[src/rtl/prng_pkg.sv]
// rtl/prng_pkg.sv - shared PRNG widths and byte type
package prng_pkg;
   localparam int PRNG_BYTE_W = 8;
   localparam int DROP_CNT_W  = 16;
   typedef logic [PRNG_BYTE_W-1:0] prng_byte_t;
endpackage

[src/rtl/prng_sync_fifo.sv]
// rtl/prng_sync_fifo.sv - single-clock FIFO with head read; push+pop allowed when full
module prng_sync_fifo #(
   parameter int WIDTH = 32,
   parameter int DEPTH = 4
) (
   input  logic             clk,
   input  logic             reset,
   input  logic             push,
   input  logic [WIDTH-1:0] push_data,
   input  logic             pop,
   output logic [WIDTH-1:0] pop_data,
   output logic             full,
   output logic             empty
);
   localparam int AW = $clog2(DEPTH);
   localparam int CW = AW + 1;

   logic [WIDTH-1:0] r_mem [DEPTH];
   logic [AW-1:0]    r_wr_ptr;
   logic [AW-1:0]    r_rd_ptr;
   logic [CW-1:0]    r_count;
   logic             w_do_push;
   logic             w_do_pop;

   assign full      = (r_count == CW'(DEPTH));
   assign empty     = (r_count == '0);
   assign w_do_pop  = pop && !empty;
   assign w_do_push = push && (!full || w_do_pop);
   assign pop_data  = r_mem[r_rd_ptr];

   // memory is cleared too so the head reads zero out of reset
   always_ff @(posedge clk or posedge reset) begin
      if (reset) begin
         for (int i = 0; i < DEPTH; i++) r_mem[i] <= '0;
         r_wr_ptr <= '0;
         r_rd_ptr <= '0;
         r_count  <= '0;
      end else begin
         if (w_do_push) begin
            r_mem[r_wr_ptr] <= push_data;
            r_wr_ptr        <= r_wr_ptr + 1'b1;
         end
         if (w_do_pop) r_rd_ptr <= r_rd_ptr + 1'b1;
         if (w_do_push && !w_do_pop)      r_count <= r_count + 1'b1;
         else if (!w_do_push && w_do_pop) r_count <= r_count - 1'b1;
      end
   end
endmodule

[src/rtl/prng_byte_packer.sv]
// rtl/prng_byte_packer.sv - packs PRNG bytes into words, buffers and drains them
// Optional stuck-stream detector enabled by defining PRNG_STUCK_DET_EN.
module prng_byte_packer
   import prng_pkg::*;
#(
   parameter int WORD_BYTES  = 4,
   parameter int FIFO_DEPTH  = 4,
   parameter int STUCK_LIMIT = 16
) (
   input  logic                              clk,
   input  logic                              reset,
   input  logic                              in_valid,
   input  prng_byte_t                        in_byte,
   output logic                              out_valid,
   input  logic                              out_ready,
   output logic [PRNG_BYTE_W*WORD_BYTES-1:0] out_word,
   input  logic                              clear_flags,
   output logic [DROP_CNT_W-1:0]             drop_cnt,
   output logic                              overflow,
   output logic                              stuck
);
   localparam int IDX_W  = $clog2(WORD_BYTES);
   localparam int WORD_W = PRNG_BYTE_W * WORD_BYTES;

   if (WORD_BYTES < 2 || FIFO_DEPTH < 2 || (FIFO_DEPTH & (FIFO_DEPTH - 1)) != 0
       || STUCK_LIMIT < 1) begin : g_bad_params
      $error("prng_byte_packer: illegal parameter set");
   end

   logic [IDX_W-1:0]              r_idx;
   logic [WORD_W-PRNG_BYTE_W-1:0] r_lanes;
   logic [DROP_CNT_W-1:0]         r_drop_cnt;
   logic                          r_overflow;
   logic                          w_last;
   logic                          w_pop;
   logic                          w_full;
   logic                          w_empty;
   logic                          w_drop;
   logic [WORD_W-1:0]             w_word;

   assign w_last    = in_valid && (r_idx == IDX_W'(WORD_BYTES - 1));
   assign w_pop     = !w_empty && out_ready;
   assign w_drop    = w_last && w_full && !w_pop;
   // the last byte goes straight into the top lane of the pushed word
   assign w_word    = {in_byte, r_lanes};
   assign out_valid = !w_empty;
   assign drop_cnt  = r_drop_cnt;
   assign overflow  = r_overflow;

   always_ff @(posedge clk or posedge reset) begin
      if (reset) begin
         r_idx   <= '0;
         r_lanes <= '0;
      end else if (in_valid) begin
         r_idx <= w_last ? '0 : r_idx + 1'b1;
         for (int i = 0; i < WORD_BYTES - 1; i++)
            if (r_idx == IDX_W'(i)) r_lanes[i*PRNG_BYTE_W +: PRNG_BYTE_W] <= in_byte;
      end
   end

   // a drop outranks a coincident clear, so the new drop is still counted
   always_ff @(posedge clk or posedge reset) begin
      if (reset) begin
         r_drop_cnt <= '0;
         r_overflow <= 1'b0;
      end else if (w_drop) begin
         r_overflow <= 1'b1;
         if (clear_flags)       r_drop_cnt <= DROP_CNT_W'(1);
         else if (~&r_drop_cnt) r_drop_cnt <= r_drop_cnt + 1'b1;
      end else if (clear_flags) begin
         r_drop_cnt <= '0;
         r_overflow <= 1'b0;
      end
   end

   prng_sync_fifo #(.WIDTH(WORD_W), .DEPTH(FIFO_DEPTH)) u_fifo (
      .clk       (clk),
      .reset     (reset),
      .push      (w_last),
      .push_data (w_word),
      .pop       (w_pop),
      .pop_data  (out_word),
      .full      (w_full),
      .empty     (w_empty)
   );

`ifdef PRNG_STUCK_DET_EN
   localparam int RUN_W = $clog2(STUCK_LIMIT + 1);

   prng_byte_t       r_prev;
   logic             r_prev_vld;
   logic [RUN_W-1:0] r_run;
   logic             r_stuck;
   logic [RUN_W-1:0] w_run_next;
   logic             w_stuck_hit;

   // run saturates at the limit so a locked stream keeps re-asserting after a clear
   always_comb begin
      w_run_next = RUN_W'(1);
      if (r_prev_vld && in_byte == r_prev)
         w_run_next = (r_run == RUN_W'(STUCK_LIMIT)) ? r_run : r_run + 1'b1;
      w_stuck_hit = in_valid && (w_run_next == RUN_W'(STUCK_LIMIT));
   end

   always_ff @(posedge clk or posedge reset) begin
      if (reset) begin
         r_prev     <= '0;
         r_prev_vld <= 1'b0;
         r_run      <= '0;
         r_stuck    <= 1'b0;
      end else begin
         if (in_valid) begin
            r_prev     <= in_byte;
            r_prev_vld <= 1'b1;
            r_run      <= w_run_next;
         end
         if (w_stuck_hit)      r_stuck <= 1'b1;
         else if (clear_flags) r_stuck <= 1'b0;
      end
   end

   assign stuck = r_stuck;
`else
   assign stuck = 1'b0;
`endif
endmodule

[config.mk]
export PLATFORM = sky130hd
export DESIGN_NAME = prng_byte_packer
export DESIGN_NICKNAME = d
export VERILOG_FILES = /design/src/rtl/prng_pkg.sv /design/src/rtl/prng_sync_fifo.sv /design/src/rtl/prng_byte_packer.sv
export SDC_FILE = /design/constraint.sdc
export NUM_CORES = 1
export LEC_CHECK = 0
export ABC_CLOCK_PERIOD_IN_PS = 5400
export BUFFER_PORTS_ARGS = -buffer_cell sky130_fd_sc_hd__buf_2
export CAP_MARGIN = 10
export CORE_ASPECT_RATIO = 1.25
export CORE_MARGIN = 10
export CORE_UTILIZATION = 40
export DETAILED_ROUTE_END_ITERATION = 6
export SETUP_SLACK_MARGIN = 0.3
export SLEW_MARGIN = 10
export SYNTH_ARGS = -nofsm -noshare
export SYNTH_HDL_FRONTEND = slang
export SYNTH_SLANG_ARGS = --single-unit
export TNS_END_PERCENT = 10
[constraint.sdc]
create_clock -name clk -period 5.4 [get_ports clk]
set_input_delay 0.27 -clock clk [delete_from_list [all_inputs] [get_ports clk]]
set_output_delay 0.27 -clock clk [all_outputs]
set_load 0.02 [all_outputs]
Yosys cells after proc, flatten, opt, wreduce, memory -nomap -nowiden
Index checks and enable logic that the tools add are counted.
{ "totals": {"ff_bits": 178, "input_bits": 13, "output_inout_bits": 51, "wordCells": 68} }
{ "op_classes": {"add_sub_neg": 6, "magnitude_cmp": 3, "eq_ne": 5, "n_mux": 15, "bitwise": 2, "n_reduce_logical": 24} }
{ "ops": {"columns": ["operator", "count"], "rows": [
  ["$bwmux W128", 1],
  ["$mux W32", 3],
  ["$bmux W32 S2", 1],
  ["$demux W32 S2", 1],
  ["$mux W16", 4],
  ["$add A16 B1 Y16 const B", 1],
  ["$reduce_and A16 Y1", 1],
  ["$logic_and A1 B1 Y1", 9],
  ["$reduce_and A2 Y1", 4],
  ["$add A2 B1 Y2 const B", 3],
  ["$ge A3 B3 Y1 const B", 2],
  ["$mux W3", 2],
  ["$not A2 Y3", 2],
  ["$logic_not A1 Y1", 5],
  ["$eq A2 B2 Y1 const B", 2],
  ["$reduce_bool A2 Y1", 2],
  ["$add A3 B1 Y3 const B", 1],
  ["$eq A3 B3 Y1 const B", 1],
  ["$logic_not A3 Y1", 1],
  ["$lt A3 B1 Y1 const B", 1],
  ["$sub A3 B1 Y3 const B", 1],
  ["$eq A2 B1 Y1 const B", 1],
  ["$logic_not A2 Y1", 1],
  ["$mux W1", 2],
  ["3 further kinds", 3]
]} }

Depth between registers and ports, before layout
{ "depth": {"word_depth": 10, "ltp_mapped": 11, "ltp_nobuf": 9} }

Cells and area by module
From an unflattened synthesis, not the netlist that was laid out.
{ "unflattened": {"cells_unflattened": 526, "hier_area_um2": 8023.9} }
{ "modules_own_cells": {"columns": ["module", "n_inst", "cells_each", "area_each_um2", "seq_area_each_um2"], "rows": [
  ["prng_sync_fifo", 1, 348, 5977.0, 3378.2],
  ["prng_byte_packer", 1, 178, 2047.0, 1076.0]
]} }

Least setup slack after synthesis
OpenSTA, ideal clock, no wires.
{ "synth_path": {"kind": "reg-to-reg", "start": "register r_idx[0]", "end": "register u_fifo.r_count[1]", "setup_ps": 125, "arrival_ps": 2073, "required_ps": 5275, "path_slack_ps": 3203, "path_stages_with_launch": 10, "n_path_buf": 2, "synth_period_minus_slack_ps": 2197, "path_cell_list": "dfrtp_1 -> ha_1 -> and2_0 -> buf_2 -> nor2b_1 -> buf_4 -> ha_1 -> inv_1 -> fa_1 -> mux2_2"} }
{ "synth_between": {"elab_chain_len": 6, "elab_cells_between_ends": 8, "cone_classes": "1 x eq/ne; 1 x mux; 6 x reduce/logical"} }
{ "synth_lines": {"columns": ["element", "line_no", "text"], "rows": [
  ["start, declared", "prng_byte_packer.sv:30", "logic [IDX_W-1:0] r_idx;"],
  ["start signal, assigned", "prng_byte_packer.sv:55", "r_idx <= w_last ? '0 : r_idx + 1'b1;"],
  ["$eq A2 B2 Y1 (*)", "prng_byte_packer.sv:41", "assign w_last = in_valid && (r_idx == IDX_W'(WORD_BYTES - 1));"],
  ["$logic_and A1 B1 Y1 (*)", "prng_byte_packer.sv:41", null],
  ["$logic_and A1 B1 Y1 (*)", "prng_sync_fifo.sv:28", "assign w_do_push = push && (!full || w_do_pop);"],
  ["named net u_fifo.w_do_push", "prng_sync_fifo.sv:22", "logic w_do_push;"],
  ["$logic_not A1 Y1", "prng_sync_fifo.sv:45", "else if (!w_do_push && w_do_pop) r_count <= r_count - 1'b1;"],
  ["$logic_and A1 B1 Y1", "prng_sync_fifo.sv:45", null],
  ["$reduce_bool A2 Y1 (no line)", null, null],
  ["end signal, assigned", "prng_sync_fifo.sv:44", "if (w_do_push && !w_do_pop) r_count <= r_count + 1'b1;"],
  ["end signal, assigned", "prng_sync_fifo.sv:45", null],
  ["end, declared", "prng_sync_fifo.sv:21", "logic [CW-1:0] r_count;"]
]} }
The timed path passes the listed nets; every way through them passes the cells marked *.
A chain may end at the register's enable or synchronous reset.

Final worst setup path
{ "layout_path": {"start": "register r_idx[0]", "end": "register u_fifo.r_mem[81] (netlist name)"} }
{ "layout_between": {"elab_chain_len": 3} }
{ "layout_lines": {"columns": ["element", "line_no", "text"], "rows": [
  ["$eq A2 B2 Y1", "prng_byte_packer.sv:41", null],
  ["$logic_and A1 B1 Y1", "prng_byte_packer.sv:41", null],
  ["$logic_and A1 B1 Y1", "prng_sync_fifo.sv:28", null],
  ["end signal, assigned by index", "prng_sync_fifo.sv:40", "r_mem[r_wr_ptr] <= push_data;"],
  ["end, declared", "prng_sync_fifo.sv:18", "logic [WIDTH-1:0] r_mem [DEPTH];"]
]} }
Every way passes these cells.

==> metrics.cfg <==
[detailed_routing]
wl_per_cell_um=19.5
drt_wl_total_um=16800
drt_iter0_drc=261
dr.pass1.iters=5
antenna_left=0
drc=0
viasPerCell=5.29
dr_total_vias=4546

[sta]
setup_viol=0
worst_pin_slew_ps=1080
fmax_mhz=335
fin_crit_ps=2990
rsz0062_at_grt=false
finalHoldViolations=5
holdWs_ps=-17.1
relSlewSlack_pct=28.3
fin_skew_ps=9.23
setup-tns-final_ps=0
maxSlewViolCount=0
min_period_over_period_pct=55.3

[setup_path]
regToRegSetupSlack_ps=2410
critPathRequiredTime_ps=5710
crit_fanout=32
path_class=flop to flop
critical_path.endpoint=u_fifo.r_mem[81]$_DFFE_PP0P_
critPathArrivalTime_ps=3290
crit_slowest_cell=nand2_2
r2r_start=r_idx[0]$_DFFE_PP0P_
worstSetupStartpointType=flop
reg2reg_depth=5
cp_slowest_stage_delay_ps=750
timing.critical_path.from=r_idx[0]$_DFFE_PP0P_
endpoint_kind=flop
r2r-end=u_fifo.r_mem[81]$_DFFE_PP0P_
path_cells=ha_1 -> and2_0 -> nor2b_1 -> nand2_2 -> mux2_1

[clock_tree]
post_cts_resized=0
cts_max_level=4
cts.sinks=178
cts_setup_buffers=0
insertion_delay_ps=430
cts_inserted_buffers=17
root_buffer=clkbuf_16
holdBufCountCts=0
cts.clk_slew.worst_paths_ps=70
clock_path_buffers=2
cts_tree=built

[hold_path]
min-delay-path-class=primary input to asynchronous set/reset pin

[power]
internal_power_uw=3540
seq_power_share_pct=42.8
swShare_pct=33.0
p_clk_share_pct=22.8
p_sw_uw=1740
power.share.combinational_pct=34.3
leakage_uw=0.00417
peakVddDrop_mv=0.244
powerDensity_mw_per_mm2=582
finalPower_uw=5280

[finish]
layout_commonest_cell=dfrtp_1
final_cells=859
most-common-layout-cells=dfrtp_1 (177), mux2_2 (152), buf_2 (62)
multi_input_area_mm2=0.00332
seq_area_mm2=0.00446
area_delta_synth_final_pct=13.8
n_fill_cell=1781
nNetsFinal=606
drive_gt1_share_pct=48.5
antenna_cells=0

[logic_synthesis]
netlist_area_mm2=0.00798
synthFlopType=dfrtp_1
syn_inst=526
synthArstFlopShare_pct=100
synth-edff-count=0
synth_cell_types=44
synth-seq-cells=178
ys_warn_count=0
syn_nets=550
postSynthAreaPerCell_um2=15.2
synth_seq_area_share_pct=55.8

[place]
placed_cells=828
gp_congestion=0.837
portBuffers=62
dp_hpwl_um=10700

[floorplanning]
io_pins=64
start_util_pct=40.8
rows=57
die_area_mm2=0.0260
die_h_um=178
core_area_mm2=0.0195
die_w_um=146

[run]
drv_cap=0

[global_route]
grt_util_all_layers_pct=13.4
antenna_found_initial=0
grt_pass1_wl_um=27400
overflow=0
grt_pass1_vias=4983
grt_start_max_net_pins=179

[status]
status=finished with violations
violations=hold timing

flip-flops by register name, indices dropped and copies added (netlist names):
register and count:
u_fifo.r_mem 128, r_lanes 24, drop_cnt 16, u_fifo.r_count 3
r_idx 2, u_fifo.r_rd_ptr 2, u_fifo.r_wr_ptr 2, overflow 1
cells by family (layout without fill, tap and decap cells):
group	Yosys count	in the layout	synth area share [%]
muxes	193	193	31.7
DFF	178	178	55.8
and+or+nand+nor	74	74	5.18
buffers and inverters	37	105	2.51
AOI/OAI and AO/OA	26	26	2.20
adders and majority gates	11	11	1.82
xor gates and xnor gates	6	6	0.659
other	1	1	0.0470
synth_stat cells (2+ instances only):
| cell | count | share of area [%] |
|---|---|---|
| nor3_1 | 2 | 0.13 |
| clkbuf_1 | 7 | 0.33 |
| a211o_1 | 2 | 0.22 |
| inv_1 | 8 | 0.38 |
| nand4_1 | 2 | 0.16 |
| nand2_2 | 5 | 0.39 |
| mux4_2 | 32 | 9.0 |
| nor2_1 | 10 | 0.47 |
| buf_2 | 7 | 0.44 |
| nand2_1 | 15 | 0.71 |
| nand3_1 | 12 | 0.75 |
| dfrtp_1 | 178 | 56 |
| o21ai_0 | 4 | 0.25 |
| ha_1 | 10 | 1.6 |
| nor2b_1 | 9 | 0.71 |
| mux2_2 | 152 | 21 |
| mux2_1 | 8 | 1.1 |
| xor2_1 | 2 | 0.22 |
| and3_1 | 4 | 0.31 |
| buf_4 | 14 | 1.3 |
| nor4_1 | 4 | 0.31 |
| or3_1 | 2 | 0.16 |
| a21oi_1 | 5 | 0.31 |
| a211oi_1 | 6 | 0.56 |
| xnor2_1 | 4 | 0.44 |
| and4_1 | 2 | 0.22 |
| a31oi_1 | 3 | 0.24 |
worst max-delay path: cells and delay by family (launching register included):
family        cells  cell delay (ps)
fa+ha+maj         1              190
flops             1              400
mux               1              560
simple gates      3             1700
metrics by stage:
| step | area (µm²) | hold WS [ps] | setup slack, ps | util (%) |
|---|---|---|---|---|
| 2_1_floorplan | 7980 | 402 | 2850 | - |
| 3_3_place_gp | 8500 | 469 | 2560 | 43.5 |
| 3_5_place_dp | 8500 | 485 | 2410 | 43.5 |
| 4_1_cts | 9070 | 131 | 2370 | 46.4 |
| 5_1_grt | 9070 | 143 | 2200 | 46.4 |
| 6_report | 9070 | -17.1 | 2410 | 46.4 |
area by class of cell:
type / count / area share (%)
Clock inverter: 12 / 1.49
Tap cell: 265 / 3.65
Clock buffer: 19 / 4.88
Inverter: 8 / 0.372
Sequential cell: 178 / 49.1
Timing Repair Buffer: 66 / 3.89
Multi-Input combinational cell: 311 / 36.6
metal layers:
layer | vias to the layer above | GRT usage (%) | share of wire, %
met5 | - | 0 | 0
met4 | 0 | 5.18 | 1.8
met3 | 23 | 3.49 | 3.5
met2 | 88 | 24.0 | 53
met1 | 2388 | 15.1 | 41
li1 | 2047 | - | -
power groups by stage:
stage | Combinational, µW | Sequential [µW] | Clock, µW
detailed placement | 1860 | 2290 | 0
floorplan | 1450 | 2130 | 0
global placement | 1810 | 2230 | 0
finish | 1810 | 2260 | 1210
CTS | 1870 | 2270 | 1240
global route | 1980 | 2340 | 1290
worst min-delay path by stage:
stage                                              from                             to  slack [ps]
after floorplan                              in_byte[6]  u_fifo.r_mem[126]$_DFFE_PP0P_         400
after global placement     u_fifo.r_mem[81]$_DFFE_PP0P_   u_fifo.r_mem[81]$_DFFE_PP0P_         470
after detailed placement  u_fifo.r_mem[126]$_DFFE_PP0P_  u_fifo.r_mem[126]$_DFFE_PP0P_         490
after CTS                                      in_valid           r_idx[0]$_DFFE_PP0P_         130
after global routing                           in_valid           r_idx[1]$_DFFE_PP0P_         140
final                                             reset        drop_cnt[6]$_DFFE_PP0P_         -20
Note: power is estimated with default switching activity, not from simulation.
